`src/rtl/fifo_rr_read_arbiter.sv`:
```
// Round-robin read arbiter over four first-word-fall-through FIFOs.
// Each FIFO carries packets: a header word whose low LEN_SZ bits give the
// number of payload words that follow. A granted FIFO is drained for one
// whole packet before arbitration happens again, so packets never interleave.
//
// Handshake: out_valid/out_ready follow strict valid/ready semantics. A word
// moves when out_valid & out_ready are both high on a rising clk edge.
// out_valid never depends on out_ready. While out_valid is high and
// out_ready is low, out_data/out_sop/out_eop hold. rinc[grant] is the same
// transfer term, so the FIFO pops exactly the word that downstream took.
module fifo_rr_read_arbiter #(
  parameter int DATA_SZ = 8,
  parameter int LEN_SZ  = 3
) (
  input  logic                 clk,
  input  logic                 rst,
  input  logic [3:0]           rempty,
  input  logic [4*DATA_SZ-1:0] rdata,
  output logic [3:0]           rinc,
  output logic [DATA_SZ-1:0]   out_data,
  output logic                 out_valid,
  input  logic                 out_ready,
  output logic                 out_sop,
  output logic                 out_eop,
  output logic [1:0]           grant,
  output logic                 busy
);

  typedef enum logic [1:0] {
    IDLE    = 2'd0,
    HEADER  = 2'd1,
    PAYLOAD = 2'd2
  } state_t;

  state_t              state;
  logic [1:0]          last_grant;
  logic [LEN_SZ-1:0]   remaining;

  logic [DATA_SZ-1:0]  head_word;
  logic                active;
  logic                last_word;
  logic                xfer;
  logic                any_req;
  logic [1:0]          rr_pick;

  // Datapath: present the granted FIFO head and derive the handshake terms.
  always_comb begin
    head_word = rdata[int'(grant)*DATA_SZ +: DATA_SZ];
    active    = (state != IDLE);
    out_valid = active & ~rempty[grant];
    out_data  = active ? head_word : '0;
    // A header with zero length is also the last word of its packet.
    if (state == HEADER) begin
      last_word = (head_word[LEN_SZ-1:0] == '0);
    end else begin
      last_word = (remaining == LEN_SZ'(1));
    end
    out_sop   = out_valid & (state == HEADER);
    out_eop   = out_valid & last_word;
    xfer      = out_valid & out_ready;
    rinc      = xfer ? (4'b0001 << grant) : 4'b0000;
    busy      = active;
  end

  // Round-robin pick: first non-empty FIFO starting at last_grant+1.
  // Scanning from the farthest candidate to the nearest lets the nearest win.
  always_comb begin
    logic [1:0] idx;
    any_req = ~&rempty;
    rr_pick = last_grant;
    idx     = last_grant;
    for (int k = 3; k >= 0; k--) begin
      idx = last_grant + 2'(k + 1);
      if (!rempty[idx]) begin
        rr_pick = idx;
      end
    end
  end

  // Packet FSM: arbitrate in IDLE, then walk header and payload of one packet.
  always_ff @(posedge clk or negedge rst) begin
    if (!rst) begin
      state      <= IDLE;
      grant      <= 2'd0;
      last_grant <= 2'd3;
      remaining  <= '0;
    end else begin
      case (state)
        IDLE: begin
          if (any_req) begin
            grant <= rr_pick;
            state <= HEADER;
          end
        end
        HEADER: begin
          if (xfer) begin
            remaining <= head_word[LEN_SZ-1:0];
            if (last_word) begin
              state      <= IDLE;
              last_grant <= grant;
            end else begin
              state <= PAYLOAD;
            end
          end
        end
        PAYLOAD: begin
          if (xfer) begin
            remaining <= remaining - LEN_SZ'(1);
            if (last_word) begin
              state      <= IDLE;
              last_grant <= grant;
            end
          end
        end
        default: begin
          state <= IDLE;
        end
      endcase
    end
  end

endmodule

```
`config.mk`:
```
export PLATFORM = sky130hd
export DESIGN_NAME = fifo_rr_read_arbiter
export DESIGN_NICKNAME = d
export VERILOG_FILES = /design/src/rtl/fifo_rr_read_arbiter.sv
export SDC_FILE = /design/constraint.sdc
export NUM_CORES = 1
export LEC_CHECK = 0
export BUFFER_PORTS_ARGS = -buffer_cell sky130_fd_sc_hd__buf_2
export CAP_MARGIN = 20
export CORE_MARGIN = 2
export CORE_UTILIZATION = 47
export DETAILED_ROUTE_END_ITERATION = 16
export GPL_TIMING_DRIVEN = 0
export PLACE_DENSITY = 0.93
export SYNTH_ARGS = -nofsm -noshare
export SYNTH_HDL_FRONTEND = slang
export SYNTH_SLANG_ARGS = --single-unit
```
`constraint.sdc`:
```
create_clock -name clk -period 4.1 [get_ports clk]
set_input_delay 0.82 -clock clk [delete_from_list [all_inputs] [get_ports clk]]
set_output_delay 0.82 -clock clk [all_outputs]
set_load 0.02 [all_outputs]
```
==> impl_metrics.ini <==
[routing]
vias = 1106
drc_errors = 0
drt_iter0_drc = 27
wirelength_um = 3050
drtPass1Iterations = 4
avgViaCountPerCell = 5.67
wl_per_cell_um = 15.6
ant_nets = 0

[finish]
n_fill_cell = 173
multi_input_comb_area_um2 = 708
finalCoreUtilization_pct = 67.4
seq_area_um2 = 228
area_delta_synth_final_pct = 33.7
num-nets-final = 213
diodes = 0
drive_gt1_share_pct = 45.8

[place]
pre_cts_slack_ns = 1.08
io_buffers = 56
place_hpwl_um = 2500
gp_congestion = 0.745

[critical_path]
cp-end-kind = primary output
path_class = in -> out
cp_slowest_cell = mux4_2
cp_top_family = multiplexers
crit_fanout = 4
cp.required_ns = 3.28
cpMostUsedCell = buf_2
path_buf_inv = 2
worst_ep_arrival_time_ns = 2.20
worstSetupStartpointType = primary input
cpPeakStageDelay_ns = 0.52
path_cells = buf_2, mux4_2, o41ai_4, and2_1, buf_2

[die]
die_area_um2 = 2530
coreArea_um2 = 2000
initial_core_util_pct = 50.4
die_width_um = 50.3
num_rows = 16
ios = 57
die_height_um = 50.3

[synthesis]
synth.ff_latch_count = 9
synthArstFlopShare_pct = 100
synth_warnings = 0
avgSynthCellArea_um2 = 9.34
synth_area_leaders = dfrtp_1, mux4_2, ha_1
synth.largest_area_cell = dfrtp_1
synth.distinct_cells = 36
synth.most_common_cell = nor2_1
syn-num-nets = 152
syn_area_um2 = 1010
synth_edf_count = 0
ys_top_cells_by_count = nor2_1, inv_1, and2_1
ys.flop_type = dfrtp_1
postSynthCellCount = 108
yosysSeqAreaShare_pct = 22.6
synth_top_area_share_pct = 17.4

[cts]
ctsHoldBuffers = 0
htreeDepth = 1
cts_setup_buffers = 0
cts_buffers = 3
cts_tree = built
insertion_delay_ns = 0.25
path_clk_slew_ns = 0.06
cts.repair.resized = 0
clock_sinks = 9
root_buffer = clkbuf_4
ctsLongestPathBuffers = 2

[timing]
setup_viol = 0
relSlewSlack_pct = 64.7
worst_slack_ns = 1.08
fin_crit_sh_pct = 73.6
max_freq_mhz = 331
period_minus_slack_ns = 3.02
slew_viol_final = 0
hold_viol_final = 0
rsz0062_at_grt = false
fin_tns_setup_ns = 0
tightest_slew_ns = 0.529
skew_ns = 0.00117

[global_routing]
gr-total-overflow = 0
first_global_vias = 1098
grtUsageTotal_pct = 25.2
antenna_found_initial = 0
grt_max_degree = 11
grt_pass1_wl_um = 4840

[pwr]
finalPower_mw = 0.936
power_density_nw_per_um2 = 694
leakagePower_nw = 0.705
ir_drop_mv = 0.400

[hold_path]
hold_class = in -> async

[outcome]
status = finished clean

[run]
drv_cap = 0
## power by group
group	internal [mW]	leakage, nW	switching [mW]
clock	0.0374	0.0150	0.0292
sequential	0.129	0.110	0.0405
combinational	0.295	0.579	0.405
## per-stage QoR
stage	cells	hold slack (ns)	instance area, um2
finish	195	0.409	1350
global route	195	0.401	1350
CTS	195	0.403	1350
detailed placement	191	0.608	1320
floorplan	108	0.524	1010
global placement	191	0.549	1320
## per-layer routing
layer / up-vias / share of wire, % / global-route usage (%)
met4: 0 / 0.89 / 8.11
met5: - / 0 / 0
li1: 514 / - / -
met3: 8 / 5.6 / 3.87
met2: 51 / 55 / 47.6
met1: 533 / 38 / 28.6
## cell usage in the layout, fill, tap and decap left out
cell      Yosys  routed
a211oi_1      4       4
a21oi_1       3       3
a22o_1        1       1
a31o_2        2       2
and2_1        9       9
and3_1        4       4
and3b_1       1       1
buf_2         1      57
buf_6         1       1
clkbuf_1      4       5
clkbuf_4      0       3
dfrtp_1       7       7
dfstp_2       2       2
ha_1          5       5
inv_1        11      11
mux2_1        2       2
mux2_2        1       1
mux2i_1       4       4
mux4_1        2       2
mux4_2        6       6
nand2_1       5       5
nand2b_1      1       1
nand3_1       2       2
nand3_2       1       1
nand4_1       2       2
nor2_1       15      15
nor3_1        1       1
nor3b_1       1       1
o21ai_0       1       1
o221a_2       1       1
o221ai_1      1       1
o22a_1        1       1
o22ai_1       2       2
o31ai_1       1       1
o41ai_4       1       1
or2_2         1       1
or3b_2        1       1
## state kept, by name (all words and copies together), names as in the netlist
register    flops
grant           2
last_grant      2
remaining       3
state           2
## final cells by class
cell class,instances,area share [%]
multi-input combinational,82,52.5
timing repair buffer,56,20.8
sequential,9,16.9
inverter,11,3.06
tap,27,2.50
buffer,6,2.32
clock buffer,4,1.95
## final timing paths
kind                               from             to  slack, ns  cells after the start
setup / recovery              rdata[26]        out_eop       1.08                      5
hold / removal                      rst   remaining[2]       0.41                      1
setup reg to reg               state[0]   remaining[2]       1.88                      7
hold reg to reg            remaining[1]   remaining[1]       0.62                      2
max in group asynchronous           rst  last_grant[1]       3.44                      1
min in group clk           remaining[1]   remaining[1]       0.62                      2
## kinds of logic (layout without fill, tap and decap cells)
family / count (synthesis) / after routing / synth area share, %
compound gates: 18 / 18 / 15.1
mux: 15 / 15 / 25.9
fa+ha+maj: 5 / 5 / 6.20
simple gates: 44 / 44 / 23.0
buf+inv: 17 / 77 / 7.20
flops: 9 / 9 / 22.6
Power figures use the tool's default switching activity.
